**src/rtl/spi_top.sv**
```systemverilog
// SPI loopback: an SCLK generator, a master FSM and a slave joined by sclk/mosi/miso/cs.
// Frames repeat while req is non-zero; received words and frame progress are exposed as outputs.
module spi_top #(
  parameter int MASTER_FREQ = 100_000_000,
  parameter int SLAVE_FREQ  = 1_800_000,
  parameter int SPI_MODE    = 1,
  parameter int SPI_TRF_BIT = 8
) (
  input  logic                   clk,
  input  logic                   rst,
  input  logic [1:0]             req,
  input  logic [7:0]             wait_duration,
  input  logic [SPI_TRF_BIT-1:0] din_master,
  input  logic [SPI_TRF_BIT-1:0] din_slave,
  output logic [SPI_TRF_BIT-1:0] dout_master,
  output logic [SPI_TRF_BIT-1:0] dout_slave,
  output logic                   done_tx,
  output logic                   done_rx,
  output logic [31:0]            bit_counter,
  output logic [31:0]            sclk_senddata
);
  localparam int   N        = SPI_TRF_BIT;
  localparam int   HALF_RAW = MASTER_FREQ / (2 * SLAVE_FREQ);
  localparam int   HALF     = (HALF_RAW < 1) ? 1 : HALF_RAW;
  localparam int   HW       = (HALF > 1) ? $clog2(HALF) : 1;
  localparam logic CPOL     = ((SPI_MODE >> 1) & 1) != 0;
  localparam logic CPHA     = (SPI_MODE & 1) != 0;

  typedef enum logic [1:0] {
    IDLE     = 2'd0,
    WAIT     = 2'd1,
    TRANSFER = 2'd2,
    DONE     = 2'd3
  } state_t;

  state_t        state_q, state_d;
  logic [1:0]    req_q, req_d;
  logic [7:0]    wait_q, wait_d;
  logic [7:0]    wait_cnt_q, wait_cnt_d;
  logic [HW-1:0] half_cnt_q, half_cnt_d;
  logic          sclk_q, sclk_d;
  logic          cs_q, cs_d;
  logic [31:0]   period_cnt_q, period_cnt_d;
  logic [N-1:0]  mtx_q, mtx_d;
  logic [N-1:0]  stx_q, stx_d;
  logic [N-1:0]  dout_master_q, dout_master_d;
  logic [N-1:0]  dout_slave_q, dout_slave_d;
  logic          done_tx_q, done_tx_d;
  logic          done_rx_q, done_rx_d;
  logic [31:0]   bit_cnt_q, bit_cnt_d;

  logic sclk, cs, mosi, miso;
  logic toggle, lead_edge, trail_edge, sample_edge, shift_edge, last_edge;
  logic start_frame;

  assign cs   = cs_q;
  assign sclk = cs_q ? CPOL : sclk_q;
  assign mosi = (!cs && req_q[0]) ? mtx_q[N-1] : 1'b0;
  assign miso = (!cs && req_q[1]) ? stx_q[N-1] : 1'b0;

  // Leading edge leaves the idle level, trailing edge returns to it.
  assign toggle      = (state_q == TRANSFER) && (half_cnt_q == HW'(HALF - 1));
  assign lead_edge   = toggle && (sclk == CPOL);
  assign trail_edge  = toggle && (sclk != CPOL);
  assign sample_edge = CPHA ? trail_edge : lead_edge;
  assign shift_edge  = CPHA ? (lead_edge && (period_cnt_q != 32'd0)) : trail_edge;
  assign last_edge   = trail_edge && (period_cnt_q == 32'(N - 1));

  // SCLK generator and master sequencing
  always_comb begin
    state_d      = state_q;
    req_d        = req_q;
    wait_d       = wait_q;
    wait_cnt_d   = wait_cnt_q;
    half_cnt_d   = half_cnt_q;
    sclk_d       = sclk_q;
    cs_d         = cs_q;
    period_cnt_d = period_cnt_q;
    done_tx_d    = 1'b0;
    done_rx_d    = 1'b0;
    start_frame  = 1'b0;
    case (state_q)
      IDLE: begin
        if (req != 2'd0) begin
          req_d      = req;
          wait_d     = wait_duration;
          wait_cnt_d = 8'd0;
          if (wait_duration == 8'd0) start_frame = 1'b1;
          else                       state_d     = WAIT;
        end
      end
      WAIT: begin
        if (wait_cnt_q == wait_q - 8'd1) start_frame = 1'b1;
        else                             wait_cnt_d  = wait_cnt_q + 8'd1;
      end
      TRANSFER: begin
        if (toggle) begin
          half_cnt_d = '0;
          sclk_d     = ~sclk_q;
        end else begin
          half_cnt_d = half_cnt_q + HW'(1);
        end
        if (trail_edge) period_cnt_d = period_cnt_q + 32'd1;
        if (last_edge) begin
          state_d   = DONE;
          cs_d      = 1'b1;
          sclk_d    = CPOL;
          done_tx_d = req_q[0];
          done_rx_d = req_q[1];
        end
      end
      DONE:    state_d = IDLE;
      default: state_d = IDLE;
    endcase
    if (start_frame) begin
      state_d      = TRANSFER;
      cs_d         = 1'b0;
      sclk_d       = CPOL;
      half_cnt_d   = '0;
      period_cnt_d = 32'd0;
    end
  end

  // Master data path: drives mosi, samples miso
  always_comb begin
    mtx_d         = mtx_q;
    dout_master_d = dout_master_q;
    bit_cnt_d     = bit_cnt_q;
    if (start_frame) begin
      mtx_d     = din_master;
      bit_cnt_d = 32'd0;
    end else begin
      if (shift_edge) mtx_d = {mtx_q[N-2:0], 1'b0};
      if (sample_edge) begin
        bit_cnt_d = bit_cnt_q + 32'd1;
        if (req_q[1]) dout_master_d = {dout_master_q[N-2:0], miso};
      end
    end
  end

  // Slave data path: drives miso, samples mosi
  always_comb begin
    stx_d        = stx_q;
    dout_slave_d = dout_slave_q;
    if (start_frame) begin
      stx_d = din_slave;
    end else begin
      if (shift_edge) stx_d = {stx_q[N-2:0], 1'b0};
      if (sample_edge && req_q[0]) dout_slave_d = {dout_slave_q[N-2:0], mosi};
    end
  end

  always_ff @(posedge clk or negedge rst) begin
    if (!rst) begin
      state_q       <= IDLE;
      req_q         <= 2'd0;
      wait_q        <= 8'd0;
      wait_cnt_q    <= 8'd0;
      half_cnt_q    <= '0;
      sclk_q        <= CPOL;
      cs_q          <= 1'b1;
      period_cnt_q  <= 32'd0;
      mtx_q         <= '0;
      stx_q         <= '0;
      dout_master_q <= '0;
      dout_slave_q  <= '0;
      done_tx_q     <= 1'b0;
      done_rx_q     <= 1'b0;
      bit_cnt_q     <= 32'd0;
    end else begin
      state_q       <= state_d;
      req_q         <= req_d;
      wait_q        <= wait_d;
      wait_cnt_q    <= wait_cnt_d;
      half_cnt_q    <= half_cnt_d;
      sclk_q        <= sclk_d;
      cs_q          <= cs_d;
      period_cnt_q  <= period_cnt_d;
      mtx_q         <= mtx_d;
      stx_q         <= stx_d;
      dout_master_q <= dout_master_d;
      dout_slave_q  <= dout_slave_d;
      done_tx_q     <= done_tx_d;
      done_rx_q     <= done_rx_d;
      bit_cnt_q     <= bit_cnt_d;
    end
  end

  assign dout_master   = dout_master_q;
  assign dout_slave    = dout_slave_q;
  assign done_tx       = done_tx_q;
  assign done_rx       = done_rx_q;
  assign bit_counter   = bit_cnt_q;
  assign sclk_senddata = period_cnt_q;
endmodule

```
**config.mk**
```make
export PLATFORM = sky130hd
export DESIGN_NAME = spi_top
export DESIGN_NICKNAME = d
export VERILOG_FILES = /design/src/rtl/spi_top.sv
export SDC_FILE = /design/constraint.sdc
export NUM_CORES = 1
export LEC_CHECK = 0
export BUFFER_PORTS_ARGS = -buffer_cell sky130_fd_sc_hd__buf_2
export CAP_MARGIN = 20
export CORE_MARGIN = 5
export CORE_UTILIZATION = 40
export DETAILED_ROUTE_END_ITERATION = 10
export PLACE_DENSITY_LB_ADDON = 0.2
export SLEW_MARGIN = 20
export SYNTH_ARGS = -nofsm -noshare
export SYNTH_HDL_FRONTEND = slang
export SYNTH_SLANG_ARGS = --single-unit
```
**constraint.sdc**
```tcl
create_clock -name clk -period 2.9 [get_ports clk]
set_clock_uncertainty 0.05 [all_clocks]
set_input_delay 0.29 -clock clk [delete_from_list [all_inputs] [get_ports clk]]
set_output_delay 0.29 -clock clk [all_outputs]
set_load 0.1 [all_outputs]
```
==> Word level (Yosys, flattened, before mapping) <==
Index checks and enable logic that the tools add are counted.
{ "word_totals": {"regBits": 125, "wordCells": 100} }
{ "classes": {"n_addsub": 5, "n_eq_ne": 11, "mux": 38, "bitwise": 3, "reduce_logical": 28} }
{ "ops": {"columns": ["operator", "n"], "rows": [
  ["$mux 32", 5],
  ["$add 32x1->32 const B", 2],
  ["$mux 8", 6],
  ["$eq 32x3->1 const B", 1],
  ["$reduce_bool 32->1", 1],
  ["$mux 1", 17],
  ["$pmux 8 s2", 1],
  ["$mux 5", 3],
  ["$reduce_bool 2->1", 6],
  ["$reduce_and 2->1", 5],
  ["$ne 3x3->1 const B", 3],
  ["$add 8x1->8 const B", 1],
  ["$eq 8x8->1", 1],
  ["$logic_and 1x1->1", 8],
  ["$logic_not 8->1", 1],
  ["$mux 2", 4],
  ["$sub 8x1->8 const B", 1],
  ["$pmux 2 s3", 1],
  ["$reduce_and 3->1", 2],
  ["$add 5x1->5 const B", 1],
  ["$eq 5x5->1 const B", 1],
  ["$eq 2x2->1 const B", 2],
  ["$ne 2x2->1 const B", 2],
  ["$reduce_and 4->1", 1],
  ["other kinds (7)", 9]
]} }

==> Longest topological paths before layout <==
{ "depth": {"depth_word": 7, "depth_mapped": 12, "ltp_nobuf": 9} }

==> Least setup slack after synthesis <==
No wires, ideal clock.
{ "synth_timing": {"kind": "reg2reg", "from": "register period_cnt_q[10], in the netlist sclk_senddata[10]", "to": "register period_cnt_q[31], in the netlist sclk_senddata[31]", "arrival_ps": 2620, "required_ps": 2773, "setup_slack_ps": 152, "path_stages_with_launch": 8, "cell_sequence": "dfrtp_1 -> and4_1 -> and3_1 -> and3_1 -> clkbuf_1 -> nand4_1 -> or3_1 -> a21oi_1"} }
{ "synth_between": {"elab_chain_cells": 4} }
{ "synth_rtl": {"columns": ["item", "line", "source"], "rows": [
  ["start: declaration", "43", "logic [31:0] period_cnt_q, period_cnt_d;"],
  ["start signal: assignment", "178", "period_cnt_q <= period_cnt_d;"],
  ["$add 32x1->32", "103", "if (trail_edge) period_cnt_d = period_cnt_q + 32'd1;"],
  ["$mux 32", "103", null],
  ["$mux 32", "82", "case (state_q)"],
  ["$mux 32", "115", "if (start_frame) begin"]
]} }
No other way between the ends. The select of a mux whose other input is x is not followed.
A chain may end at the register's enable or synchronous reset.

==> Worst setup path in the final report <==
{ "layout_timing": {"from": "register half_cnt_q[0]", "to": "register period_cnt_q[31], in the netlist sclk_senddata[31]"} }
{ "layout_between": {"elab_chain_cells": 5} }
{ "layout_rtl": {"columns": ["item", "line", "source"], "rows": [
  ["start: declaration", "40", "logic [HW-1:0] half_cnt_q, half_cnt_d;"],
  ["start signal: assignment", "175", "half_cnt_q <= half_cnt_d;"],
  ["$eq 5x5->1", "62", "assign toggle = (state_q == TRANSFER) && (half_cnt_q == HW'(HALF - 1));"],
  ["$logic_and 1x1->1", "62", null],
  ["$logic_and 1x1->1", "64", "assign trail_edge = toggle && (sclk != CPOL);"],
  ["$reduce_bool 2->1 (no line)", null, null],
  ["$reduce_and 2->1 (no line)", null, null]
]} }
No other way between the ends.

==> impl_metrics.env <==
export IMPL_status="finished clean"
export IMPL_synth_xor_area_frac=0.09813
export IMPL_synthMuxAreaShare=0.03413
export IMPL_synth_fa_ha_area_frac=0.01422
export IMPL_place_inst=923
export IMPL_synth_top_area_frac=0.5039
export IMPL_grt_pass1_wl_mm=24.36
export IMPL_final_cell_count_no_fill=955
export IMPL_cp_max_fo=13
export IMPL_io_pins=110
export IMPL_wl_per_cell_um=15.02
export IMPL_hp_start="wait_duration[4]"
export IMPL_cpMaxStageDelayCell="dfrtp_1"
export IMPL_cp_depth=9
export IMPL_core_area_um2=15150
export IMPL_path_buf_inv=2
export IMPL_fillerInstances=1396
export IMPL_num_antenna_cells=0
export IMPL_start_util=0.4066
export IMPL_insertion_delay_ps=420
export IMPL_via_per_inst=5.093
export IMPL_grt_max_degree=91
export IMPL_drc_errors=0
export IMPL_grt_overflow_total=0
export IMPL_clock_sinks=125
export IMPL_io_buffer_count=109
export IMPL_ys_seq_elements=125
export IMPL_layout_min_cycle_time_ps=2651
export IMPL_p_leak_nw=3.795
export IMPL_timing_fmax_mhz=377.2
export IMPL_synth_flop_cell="dfrtp_1"
export IMPL_dr_pass1_iters=4
export IMPL_min_path_cells=3
export IMPL_min_period_over_period=0.9141
export IMPL_peakVddDrop_uv=448.0
export IMPL_num_vias=4864
export IMPL_die_h_um=134.1
export IMPL_endpoint_kind="flip-flop"
export IMPL_r2r_start="half_cnt_q[0]"
export IMPL_cts_tree="yes"
export IMPL_synth_compound_area_share=0.07192
export IMPL_multi_input_comb_area_um2=2818
export IMPL_crit_family="simple AND/OR/NAND/NOR gates"
export IMPL_hold_viol=0
export IMPL_finalWirelength_mm=14.35
export IMPL_reg2reg_slack_ps=250
export IMPL_drt_initial_drc_count=281
export IMPL_r2r_end="sclk_senddata[31]"
export IMPL_final_cell_mix="124 x dfrtp_1, 108 x buf_2, 96 x nand2_1"
export IMPL_design_area_um2=7517
export IMPL_maxSlewViolCount=0
export IMPL_grt_pass1_vias=4879
export IMPL_final_common_cell="dfrtp_1"
export IMPL_synth_warning_count=0
export IMPL_slowest_delay_ps=410
export IMPL_synth_edf_count=0
export IMPL_finalSetupViolCount=0
export IMPL_worstPathRequired_ps=3190
export IMPL_cts_root_buf="clkbuf_16"
export IMPL_antenna_found_initial=0
export IMPL_synth_top_family_by_area="simple AND/OR/NAND/NOR gates"
export IMPL_ys_types=55
export IMPL_final_nets=790
export IMPL_timing_max_cap_violations=0
export IMPL_synth_cells=639
export IMPL_rr_worst_depth=9
export IMPL_row_count=45
export IMPL_post_dp_cell_area_um2=6925
export IMPL_ys_seq_area_frac=0.5081
export IMPL_area_growth_pct=22.06
export IMPL_die_w_um=134.1
export IMPL_regArea_um2=3129
export IMPL_arrival_ps=2940
export IMPL_cp_cell_sequence="inv_1, ha_1, nand4b_1, nor3b_2, buf_4, and3_1, nand4_1, or3_1, a21oi_1"
export IMPL_min_path_type="in2reg"
export IMPL_synth_top_area_cell="dfrtp_1"
export IMPL_tightest_slew_ps=828.2
export IMPL_synthSimpleGateAreaFrac=0.2353
export IMPL_post_cts_buffers=0
export IMPL_min_to="wait_q[4]"
export IMPL_avgSynthCellArea_um2=9.638
export IMPL_whs_ps=38.91
export IMPL_clk_path_buf_depth=2
export IMPL_synth_area_um2=6158
export IMPL_start_kind="flip-flop"
export IMPL_clk_pin_slew_ps=60
export IMPL_async_flop_share=1.000
export IMPL_dieArea_um2=17980
export IMPL_routabilityCongestion=0.8034
export IMPL_ant_nets=0
export IMPL_relSlewSlack=0.4442
export IMPL_numCtsBuffers=17
export IMPL_h_tree_depth=4
export IMPL_critPathKind="reg2reg"
export IMPL_grt_usage=0.1668
export IMPL_layout_drive_gt1_share=0.2269
export IMPL_syn_num_nets=674
export IMPL_synthTopCellsByArea="dfrtp_1 50%, xor2_1 6.0%, nand2_1 5.9%, nor2_1 5.2%, xnor2_1 3.8%"
export IMPL_hpwl_mm=10.08
export IMPL_rsz0062_at_grt="no"
export IMPL_power_density_nw_per_um2=691.9
export IMPL_p_total_w=0.005201
export IMPL_tns_ps=0
==> per-stage QoR <==
stage / setup WS [ps] / util
finish: 249.0 / 0.4963
global route: 31.05 / 0.4963
CTS: 146.1 / 0.4956
detailed placement: 150.4 / 0.4572
global placement: 314.2 / 0.4572
floorplan: 152.3 / -
==> cell usage after synthesis, types with 3 or more instances <==
library cell and instances:
buf_4 5, ha_1 7, and3_1 19, nor2b_1 3
or3_1 8, mux2_2 16, nand2_1 96, and2_1 5
dfrtp_1 124, nor2_1 86, o211ai_1 18, a21oi_1 9
clkbuf_1 7, nor3_1 13, nor4_1 9, xnor2_1 27
xor2_1 42, buf_2 8, nand2b_1 7, and4_1 6
nand3_1 29, nand4_1 11, mux2i_1 3, inv_1 27
o21ai_0 17
==> area by class of cell <==
cell class	count	share of cell area
clock buffer	25	0.06458
clock inverter	6	0.01132
inverter	27	0.01348
multi-input combinational	464	0.3748
sequential	125	0.4163
tap	188	0.03129
timing repair buffer	120	0.08822
==> sequential cells by signal (all words and copies together), names as in the netlist <==
| register | count |
|---|---|
| wait_q | 8 |
| done_tx | 1 |
| sclk_senddata | 32 |
| mtx_q | 8 |
| state_q | 2 |
| half_cnt_q | 5 |
| bit_counter | 32 |
| dout_slave | 8 |
| req_q | 2 |
| sclk_q | 1 |
| dout_master | 8 |
| cs | 1 |
| stx_q | 8 |
| done_rx | 1 |
| wait_cnt_q | 8 |
==> logic make-up (layout without fill, tap and decap cells) <==
family                     count (synthesis)  count (layout)
AOI/OAI and AO/OA                         66              66
xor gates and xnor gates                  69              69
adders and majority gates                  7               7
buffers and inverters                     50             178
DFF                                      125             125
muxes                                     19              19
and+or+nand+nor                          303             303
==> report_power, final <==
part	switching (W)	internal [W]
Sequential	0.000249	0.00197
Combinational	0.000511	0.000409
Clock	0.000736	0.00132
Total	0.00150	0.00371
==> worst register-to-register path, stage by stage (launching register included) <==
cell	delay [ps]
dfrtp_1	410
inv_1	100
ha_1	150
nand4b_1	160
nor3b_2	300
buf_4	250
and3_1	350
nand4_1	260
or3_1	410
a21oi_1	140
==> per-layer routing <==
| layer | GRT usage | wire length (µm) | vias up |
|---|---|---|---|
| met1 | 0.2233 | 6745 | 2346 |
| li1 | - | - | 2400 |
| met5 | 0 | 0 | - |
| met3 | 0.06339 | 934 | 12 |
| met2 | 0.2560 | 6466 | 106 |
| met4 | 0.04468 | 199 | 0 |
==> what timing repair did <==
action | CTS | global route
resized for setup | 0 | 3
setup endpoints to repair | 0 | 89
hold buffers | 1 | 0
hold endpoints to repair | 26 | 0
==> worst max-delay path by stage <==
stage / start / end / slack (ps)
finish: half_cnt_q[0] / sclk_senddata[31] / 250
global route: half_cnt_q[0] / bit_counter[20] / 30
CTS: wait_q[0] / mtx_q[7] / 150
detailed placement: wait_q[0] / stx_q[0] / 150
global placement: wait_q[0] / half_cnt_q[3] / 310
floorplan: sclk_senddata[10] / sclk_senddata[31] / 150
Note: power is estimated with default switching activity, not from simulation.
